<file path="config.mk">
export PLATFORM = sky130hd
export DESIGN_NAME = multi_mode_shift_reg
export DESIGN_NICKNAME = d
export VERILOG_FILES = /design/src/rtl/multi_mode_shift_reg_pkg.sv /design/src/rtl/multi_mode_shift_reg_period_tracker.sv /design/src/rtl/multi_mode_shift_reg.sv
export SDC_FILE = /design/constraint.sdc
export NUM_CORES = 1
export LEC_CHECK = 0
export ABC_AREA = 0
export CAP_MARGIN = 40
export CORE_UTILIZATION = 55
export CTS_CLUSTER_DIAMETER = 80
export DETAILED_ROUTE_END_ITERATION = 7
export GPL_TIMING_DRIVEN = 1
export PLACE_DENSITY = 0.85
export SLEW_MARGIN = 20
export SYNTH_ARGS = -nofsm -noshare
export SYNTH_HDL_FRONTEND = slang
export SYNTH_SLANG_ARGS = --single-unit
</file>
<file path="constraint.sdc">
create_clock -name clk -period 5 [get_ports clk]
set_clock_uncertainty 0.1 [all_clocks]
set_input_delay 1 -clock clk [delete_from_list [all_inputs] [get_ports clk]]
set_output_delay 1 -clock clk [all_outputs]
set_load 0.03 [all_outputs]
</file>
<file path="src/rtl/multi_mode_shift_reg_pkg.sv">
// Shared constants and helpers for the multi-mode shift register family.
// Mode and direction encodings match the external mode/dir port values.
package msr_pkg;

    localparam logic [1:0] MODE_SHIFT   = 2'd0;
    localparam logic [1:0] MODE_RING    = 2'd1;
    localparam logic [1:0] MODE_JOHNSON = 2'd2;
    localparam logic [1:0] MODE_COUNT   = 2'd3;

    localparam logic DIR_LEFT  = 1'b0;
    localparam logic DIR_RIGHT = 1'b1;

    // Steps per pattern period. COUNT ignores this: it signals on the wrap instead.
    function automatic int period(input logic [1:0] mode, input int width);
        return (mode == MODE_JOHNSON) ? 2 * width : width;
    endfunction

endpackage

</file>
<file path="src/rtl/multi_mode_shift_reg_period_tracker.sv">
// Counts enabled steps within the current pattern period and produces the
// registered one-cycle tc pulse; restarts the period whenever the mode changes.
module msr_period_tracker
    import msr_pkg::*;
#(
    parameter int WIDTH = 8
) (
    input  logic       clk,
    input  logic       rst,
    input  logic       step,
    input  logic       load,
    input  logic [1:0] mode,
    input  logic       count_wrap,
    output logic       tc
);

    localparam int CNT_W = $clog2(2 * WIDTH);

    logic [CNT_W-1:0] step_cnt_reg;
    logic [CNT_W-1:0] step_cnt_next;
    logic [CNT_W-1:0] last_cnt;
    logic [1:0]       mode_q_reg;
    logic             tc_reg;
    logic             tc_next;

    assign last_cnt = CNT_W'(period(mode, WIDTH) - 1);

    always_comb begin
        step_cnt_next = step_cnt_reg;
        tc_next       = 1'b0;
        if (load) begin
            step_cnt_next = '0;
        end else if (mode != mode_q_reg) begin
            // The switching step is the first step of the new mode's period.
            step_cnt_next = (step && mode != MODE_COUNT) ? CNT_W'(1) : '0;
        end else if (step) begin
            if (mode == MODE_COUNT) begin
                step_cnt_next = '0;
                tc_next       = count_wrap;
            end else if (step_cnt_reg == last_cnt) begin
                step_cnt_next = '0;
                tc_next       = 1'b1;
            end else begin
                step_cnt_next = step_cnt_reg + CNT_W'(1);
            end
        end
    end

    always_ff @(posedge clk) begin
        mode_q_reg <= mode;
        if (rst) begin
            step_cnt_reg <= '0;
            tc_reg       <= 1'b0;
        end else begin
            step_cnt_reg <= step_cnt_next;
            tc_reg       <= tc_next;
        end
    end

    assign tc = tc_reg;

endmodule

</file>
<file path="src/rtl/multi_mode_shift_reg.sv">
// WIDTH-bit pattern generator: serial shift, ring, Johnson or up/down count,
// with parallel load, enable, serial output and a period-complete pulse.
module multi_mode_shift_reg
    import msr_pkg::*;
#(
    parameter int               WIDTH = 8,
    parameter logic [WIDTH-1:0] INIT  = WIDTH'(1)
) (
    input  logic             clk,
    input  logic             rst,
    input  logic             en,
    input  logic             load,
    input  logic [WIDTH-1:0] d,
    input  logic [1:0]       mode,
    input  logic             dir,
    input  logic             sin,
    output logic [WIDTH-1:0] q,
    output logic             sout,
    output logic             tc
);

    logic [WIDTH-1:0] q_reg;
    logic [WIDTH-1:0] q_next;
    logic [WIDTH-1:0] shl;
    logic [WIDTH-1:0] shr;
    logic [WIDTH-1:0] stepped;
    logic             fill_l;
    logic             fill_r;
    logic             count_wrap;

    // Neighbour wiring for the shift paths; only the entry bit depends on mode.
    genvar gi;
    generate
        for (gi = 1; gi < WIDTH; gi++) begin : g_shl
            assign shl[gi] = q_reg[gi-1];
        end
        for (gi = 0; gi < WIDTH - 1; gi++) begin : g_shr
            assign shr[gi] = q_reg[gi+1];
        end
    endgenerate

    assign shl[0]       = fill_l;
    assign shr[WIDTH-1] = fill_r;

    always_comb begin
        fill_l = sin;
        fill_r = sin;
        case (mode)
            MODE_RING: begin
                fill_l = q_reg[WIDTH-1];
                fill_r = q_reg[0];
            end
            MODE_JOHNSON: begin
                fill_l = ~q_reg[WIDTH-1];
                fill_r = ~q_reg[0];
            end
            default: ;
        endcase
    end

    always_comb begin
        stepped = (dir == DIR_RIGHT) ? shr : shl;
        if (mode == MODE_COUNT) begin
            stepped = (dir == DIR_RIGHT) ? q_reg - WIDTH'(1) : q_reg + WIDTH'(1);
        end
    end

    assign count_wrap = (mode == MODE_COUNT) &&
                        ((dir == DIR_RIGHT) ? (q_reg == '0) : (&q_reg));

    always_comb begin
        q_next = q_reg;
        if (load) begin
            q_next = d;
        end else if (en) begin
            q_next = stepped;
        end
    end

    always_ff @(posedge clk) begin
        if (rst) begin
            q_reg <= INIT;
        end else begin
            q_reg <= q_next;
        end
    end

    msr_period_tracker #(
        .WIDTH(WIDTH)
    ) u_period_tracker (
        .clk       (clk),
        .rst       (rst),
        .step      (en),
        .load      (load),
        .mode      (mode),
        .count_wrap(count_wrap),
        .tc        (tc)
    );

    assign q    = q_reg;
    assign sout = (dir == DIR_RIGHT) ? q_reg[0] : q_reg[WIDTH-1];

endmodule
</file>
* Word-level counts from Yosys, hierarchy flattened *
Cells that the tools add are included.

word-level totals
  memories = 0
  input bits = 16
  register bits = 15
  memory bits (read-only) = 0
  output and inout bits = 10
  logic and storage cells = 42
  RAM bits = 0
  latch bits = 0

cells by class
  bitwise gates (word level) = 3
  multiplexer cells = 17
  equality and inequality tests = 6
  multiply operators = 0
  $lt $le $gt $ge = 0
  divide/modulo/power cells = 0
  shift operators = 0
  reduce and logical (&&, ||, !) cells = 8
  $add $sub $neg = 4

operators with widths
  operator               number
  $mux W8                5
  $mux W4                5
  $add A8 B1 Y8 const B  1
  $logic_not A8 Y1       1
  $reduce_and A8 Y1      1
  $sub A8 B1 Y8 const B  1
  $mux W1                5
  $add A4 B1 Y4 const B  1
  $eq A2 B2 Y1 const B   2
  $eq A4 B4 Y1           1
  $pmux W1 S2            2
  $reduce_bool A2 Y1     2
  $reduce_or A4 Y1       1
  $sub A4 B2 Y4 const B  1
  $not A1 Y1             3
  $eq A2 B1 Y1 const B   1
  $logic_and A1 B1 Y1    2
  $ne A2 B2 Y1           1
  $ne A2 B2 Y1 const B   1
  $reduce_or A2 Y1       1

* Depth between registers and ports, before layout *
Gate-level depths: netlist of run 1.

  depth in word-level cells = 8
  mapped depth = 8
  mapped depth without buffers = 7

* By module *
A second synthesis of run 1 with hierarchy kept.

second synthesis, totals
  cell total of the unflattened synthesis = 171
  area total of the unflattened synthesis = 1356.3 um2

modules (own cells, without submodules)
  module                seq. area each (um2)  area each (um2)  instances  cells an instance
  multi_mode_shift_reg  160.2                 972.2            1          131
  msr_period_tracker    140.1                 384.1            1          40

* Worst setup path after synthesis of run 1 *
Ideal clock, no wire load.

  path kind = input-to-output
  start point = in dir
  end point = out sout
  arrival time = 1.546 ns
  slack = 2.354 ns
  cell stages on the path = 2
  path through = buf_6 mux2_2

on the way
  word-level cells in the longest chain between the ends = 1

ends and longest elaborated chain
  what             line                         text
  start, declared  multi_mode_shift_reg.sv:15   input logic dir,
  $mux W1          multi_mode_shift_reg.sv:101  assign sout = (dir == DIR_RIGHT) ? q_reg[0] : q_reg[WIDTH-1];
  end, declared    multi_mode_shift_reg.sv:18   output logic sout,

Every way passes these cells.

* Worst setup path in the final report of run 1 *
Same ends and word-level chain as after synthesis.

==> reports/metrics.yaml, run 1 <==
layout:
  layout_common_cells: "clkdlybuf4s50_1 (25), dfxtp_1 (15), nor2_1 (14), a21oi_1 (14), nand2_1 (13)"
  fillCellCount: 187
  final_nets: 210
  fin_area_mm2: 0.001533
  antenna_cells: 0
  drive_above_1_share_pct: 7.143
  largest_reg_flops: 8
  final_common_cell: "clkdlybuf4s50_1"
  syn_to_final_growth_pct: 20.93
  fin_util_pct: 69.96
synthesis:
  synthXorXnorAreaFrac_pct: 4.146
  synth_fp_nets: 189
  yosys-top-cells-area: "dfxtp_1 (24%), ha_1 (9.9%), a21oi_1 (5.5%)"
  yosysTopAreaCellShare_pct: 23.69
  synth_warnings: 0
  synth-simple-area-share_pct: 20.24
  ys.flop_type: "dfxtp_1"
  async_flop_share_pct: 0
  synth_mux_area_share_pct: 6.614
  postSynthAreaPerCell_um2: 7.824
  ys_seq_area_share_pct: 23.69
  synth-compound-area-share_pct: 26.06
  syn_inst: 162
  synth_fa_ha_area_share_pct: 11.45
  synth_cell_types: 43
  synth_top_family_by_area: "compound AO/OA/AOI/OAI gates"
  synth_edf_count: 0
  synth-seq-cells: 15
  synth_area_leader_cell: "dfxtp_1"
  netlist_area_mm2: 0.001267
sta:
  fin_crit_ns: 3.767
  report.final.slew_viol_count: 0
  tightest_slew_ns: 0.6785
  fmax_ghz: 0.2655
  fin_crit_sh_pct: 75.33
  maxSlewHeadroom_pct: 54.62
  setup-tns-final_ns: 0
  rsz0062_at_grt: "no"
  setup_slack_ns: 1.233
  finalSetupViolations: 0
  hold_slack_ns: 0.4079
  finalHoldViolations: 0
worst_setup_path:
  cp_max_fo: 18
  path_cells: "clkdlybuf4s50_1 -> buf_4 -> mux2_2 -> clkdlybuf4s50_1"
  cp_slowest_cell: "clkdlybuf4s50_1"
  cp.required_ns: 3.90
  crit_top_cell: "clkdlybuf4s50_1"
  slowest_delay_ns: 0.59
  path_buf_inv: 3
  cp_top_family: "buffers and inverters"
  cp.arrival_ns: 2.67
  path_class: "primary input to output port"
  critPathLaunchType: "primary input"
  crit_path_end_kind: "output port"
worst_hold_path:
  hp-class: "register to register"
clock_network:
  cts_hold_buf: 0
  numClockSinks: 15
  cts_resized: 0
  clockBufferDepth: 2
  cts_htree_levels: 1
  clock_latency_ns: 0.29
  cts_buffers: 3
  cts_root_buf: "clkbuf_4"
  cts_setup_buffers: 0
  cts_tree: "yes"
  clk_pin_slew_ns: 0.10
die:
  initial_utilization_pct: 57.85
  die-width_um: 50.01
  rows: 17
  io_pins: 26
  die_area_mm2: 0.002501
  fp.coreArea_mm2: 0.002191
  die_y_um: 50.01
grt:
  first_global_vias: 1154
  antenna_found_initial: 0
  grt_max_degree: 21
  grt_pass1_wl_mm: 5.071
  overflow: 0
  grt.total_usage_pct: 26.27
power_and_ir_drop:
  worst_ir_drop_vdd_uv: 140.0
  combPwrFrac_pct: 36.5
  cellPowerDensity_mw_per_mm2: 217.4
  switchingPower_uw: 121.4
  p_clk_share_pct: 22.3
  p_leak_nw: 0.6017
  p_seq_share_pct: 41.2
  p_int_uw: 211.7
  swShare_pct: 36.44
outcome:
  status: "completed"
placement:
  numPortBuffers: 25
  finalWeightedCongestion: 0.9027
  place_hpwl_mm: 2.125
  place_ws_ns: 1.240
  placed_cell_area_mm2: 0.001505
route:
  totalWireLength_mm: 2.925
  route.vias.total: 1256
  antenna_left: 0
  via_per_inst: 5.981
  drcViolationCount: 0
  drtIter0Drc: 23
  drt_pass1_iterations: 4
  wl_per_cell_um: 13.93
run:
  drv_cap: 0
-- synthesized netlist by cell type (2+ instances only) --
library cell / instances
dfxtp_1: 15
a21oi_1: 14
nor2_1: 14
nand2_1: 13
ha_1: 10
inv_1: 10
o21ai_0: 10
clkbuf_1: 6
nor3_1: 6
mux2i_1: 5
nand3_1: 5
a221oi_1: 4
nand2b_1: 4
nor2b_1: 4
xor2_1: 4
a31oi_1: 3
mux2_2: 3
o211ai_1: 3
buf_2: 2
buf_6: 2
o31a_1: 2
xnor2_1: 2
-- cell type report --
cell class / count / area [µm²] / area share [%]
Timing Repair Buffer: 26 / 257.7 / 16.82
Inverter: 11 / 43.79 / 2.857
Clock inverter: 1 / 5.005 / 0.3265
Clock buffer: 3 / 22.52 / 1.469
Multi-Input combinational cell: 126 / 868.3 / 56.65
Sequential cell: 15 / 300.3 / 19.59
Tap cell: 28 / 35.03 / 2.286
-- final timing paths --
path                                         start                               end  slack (ns)  cells after the start
setup / recovery                               dir                              sout        1.23                      4
hold / removal    u_period_tracker.step_cnt_reg[3]  u_period_tracker.step_cnt_reg[3]        0.41                      2
setup reg to reg                              q[0]                              q[6]        2.81                      7
hold reg to reg   u_period_tracker.step_cnt_reg[3]  u_period_tracker.step_cnt_reg[3]        0.41                      2
-- kinds of logic after synthesis --
group	count (synthesis)
and+or+nand+nor	52
AOI/OAI and AO/OA	49
buffers and inverters	21
DFF	15
adders and majority gates	11
muxes	8
xor gates and xnor gates	6
-- per-layer routing --
metal | global-route usage (%) | vias to the layer above | wire length (µm)
li1 | - | 638 | -
met1 | 35.70 | 586 | 1416
met2 | 40.44 | 27 | 1383
met4 | 13.33 | 0 | 42
met3 | 2.778 | 5 | 83
met5 | 0 | - | 0
-- worst min-delay path, stage by stage (launching register included) --
cell	delay [ns]
dfxtp_1	0.35
nand2_1	0.07
a21oi_1	0.06
-- power groups by stage --
stage,Clock (mW),Combinational (mW),Sequential [mW]
after floorplan,0,0.0767,0.145
after global placement,0,0.117,0.139
after detailed placement,0,0.120,0.140
after CTS,0.0758,0.121,0.137
after global routing,0.0794,0.134,0.138
final,0.0742,0.122,0.137
-- per-stage QoR --
| step | instances | power (mW) |
|---|---|---|
| finish | 210 | 0.3331 |
| global route | 210 | 0.3518 |
| CTS | 210 | 0.3338 |
| detailed placement | 206 | 0.2596 |
| global placement | 206 | 0.2565 |
| floorplan | 162 | 0.2217 |
Power figures use the tool's default switching activity.
==> inputs of run 2 (changes only) <==
CORE_ASPECT_RATIO = 2   (was default)
CORE_UTILIZATION = 46   (was 55)
PLACE_DENSITY = 0.76   (was 0.85)
clock period = 3.3 ns   (was 5 ns; I/O delays follow)
==> run 2 against run 1 <==
- final area is 2.2% higher
- die area is 19% higher
- register-to-register slack worse by 1.7 ns
- via count is 2.7% higher
- critical endpoint unchanged
- largest cell class unchanged
==> reports/metrics.yaml, run 2 (same netlist as run 1, synthesis figures left out) <==
outcome:
  status: "completed"
route:
  drcViolationCount: 0  # unchanged
  drt_pass1_iterations: 4  # unchanged
  totalWireLength_mm: 3.353  # +15%
  antenna_left: 0  # unchanged
  wl_per_cell_um: 15.82  # +14%
  via_per_inst: 6.085  # +1.7%
  drtIter0Drc: 28  # +22%
  route.vias.total: 1290  # +2.7%
clock_network:
  cts_root_buf: "clkbuf_8"
  cts_hold_buf: 0  # unchanged
  clk_pin_slew_ns: 0.06  # -0.04 ns
  cts_resized: 0  # unchanged
  clockBufferDepth: 2  # unchanged
  clock_latency_ns: 0.25  # -0.04 ns
  numClockSinks: 15  # unchanged
  cts_htree_levels: 1  # unchanged
  cts_setup_buffers: 0  # unchanged
  cts_buffers: 3  # unchanged
  cts_tree: "yes"
layout:
  final_nets: 212  # +0.95%
  antenna_cells: 0  # unchanged
  fillCellCount: 237  # +27%
  layout_common_cells: "clkdlybuf4s50_1 (25), dfxtp_1 (15), nor2_1 (14), a21oi_1 (14), nand2_1 (13)"
  fin_area_mm2: 0.001567  # +2.2%
  final_cell_count_no_fill: 212  # +0.95%
  final_common_cell: "clkdlybuf4s50_1"
  regArea_um2: 300.3  # unchanged
  syn_to_final_growth_pct: 23.59
  largest_reg_flops: 8  # unchanged
  drive_above_1_share_pct: 8.152  # +1.0 points
  multi_input_area_um2: 868.3  # unchanged
power_and_ir_drop:
  cellPowerDensity_mw_per_mm2: 352.6  # +62%
  p_leak_nw: 0.6194  # +2.9%
  worst_ir_drop_vdd_uv: 226.6  # +62%
sta:
  finalHoldViolations: 0  # unchanged
  hold_slack_ns: 0.4072  # -0.0006890 ns
  finalSetupViolations: 0  # unchanged
  setup-tns-final_ns: 0  # unchanged
  tightest_slew_ns: 0.5090  # -0.1695 ns
  report.final.slew_viol_count: 0  # unchanged
  maxSlewHeadroom_pct: 65.77  # +11 points
  rsz0062_at_grt: "no"
  fin_crit_ns: 2.878
  fmax_ghz: 0.3474
  fin_crit_sh_pct: 87.22
placement:
  numPortBuffers: 25  # unchanged
  place_hpwl_mm: 2.528  # +19%
  placed_cell_area_mm2: 0.001520  # +1.0%
  finalWeightedCongestion: 0.8942  # -0.94%
  dp_cells: 208  # +0.97%
run:
  drv_cap: 0  # unchanged
worst_setup_path:
  crit_path_end_kind: "output port"
  critPathLaunchType: "primary input"
  cp.required_ns: 2.54  # -1.36 ns
  cp.arrival_ns: 2.12  # -0.55 ns
  path_class: "primary input to output port"
  cp_max_fo: 2  # -16
die:
  die-width_um: 39.12  # -22%
  die_area_mm2: 0.002982  # +19%
  fp.coreArea_mm2: 0.002570  # +17%
  rows: 26  # +9
  initial_utilization_pct: 49.32  # -8.5 points
  io_pins: 26  # unchanged
  die_y_um: 76.24  # +52%
worst_hold_path:
  hp-class: "register to register"
grt:
  grt.total_usage_pct: 25.41  # -0.85 points
  grt_pass1_wl_mm: 5.589  # +10%
  grt_max_degree: 18  # -14%
  antenna_found_initial: 0  # unchanged
  first_global_vias: 1278  # +11%
  overflow: 0  # unchanged
==> run 2: cell count changes in the layout (fill, tap and decap cells not counted), sizes merged <==
cell / before / now
buf: 1 / 3
==> run 2: cell type report <==
type                       count  share of cell area [%]
timing repair buffer          28                   17.41
clock buffer                   3                   2.636
tap                           28                   2.236
inverter                      11                   2.796
multi-input combinational    126                   55.43
sequential                    15                   19.17
clock inverter                 1                  0.3195
==> run 2: worst max-delay path, stage by stage <==
cell	delay [ns]
clkdlybuf4s50_1	0.50
mux2_2	0.36
clkdlybuf4s50_1	0.60
==> run 2: worst paths after layout <==
kind | depth (start not counted) | to | start | slack [ns]
min | 2 | u_period_tracker.step_cnt_reg[3] | u_period_tracker.step_cnt_reg[3] | 0.41
min reg2reg | 2 | u_period_tracker.step_cnt_reg[3] | u_period_tracker.step_cnt_reg[3] | 0.41
max | 3 | sout | dir | 0.42
max reg2reg | 7 | q[6] | q[0] | 1.14
==> run 2: stage by stage <==
step           worst slack, ns  util (%)  power, mW
2_1_floorplan            1.119         -     0.3359
3_3_place_gp            0.4064     59.15     0.3945
3_5_place_dp            0.3119     59.15     0.4002
4_1_cts                 0.4287     60.95     0.5500
5_1_grt                 0.4140     60.95     0.5820
6_report                0.4218     60.95     0.5523
==> run 2: where the power goes <==
group | internal, mW | leakage, nW | total, mW | switching, mW
clock network | 0.0838 | 0.0255 | 0.154 | 0.0698
logic | 0.0865 | 0.470 | 0.190 | 0.104
registers | 0.191 | 0.124 | 0.208 | 0.0175
total | 0.361 | 0.619 | 0.552 | 0.191
==> run 2: layer usage <==
metal	track usage (%)	vias to the layer above	routed length [µm]
li1	-	635	-
met1	28.99	608	1310
met2	44.00	37	1803
met3	2.624	10	121
met4	11.03	0	117
met5	0	-	0
==> inputs of run 3 (changes only) <==
SKIP_LAST_GASP = 1   (was default)
==> results of run 3 <==
No change in the layout: final DEF, timing and power equal those of run 2.
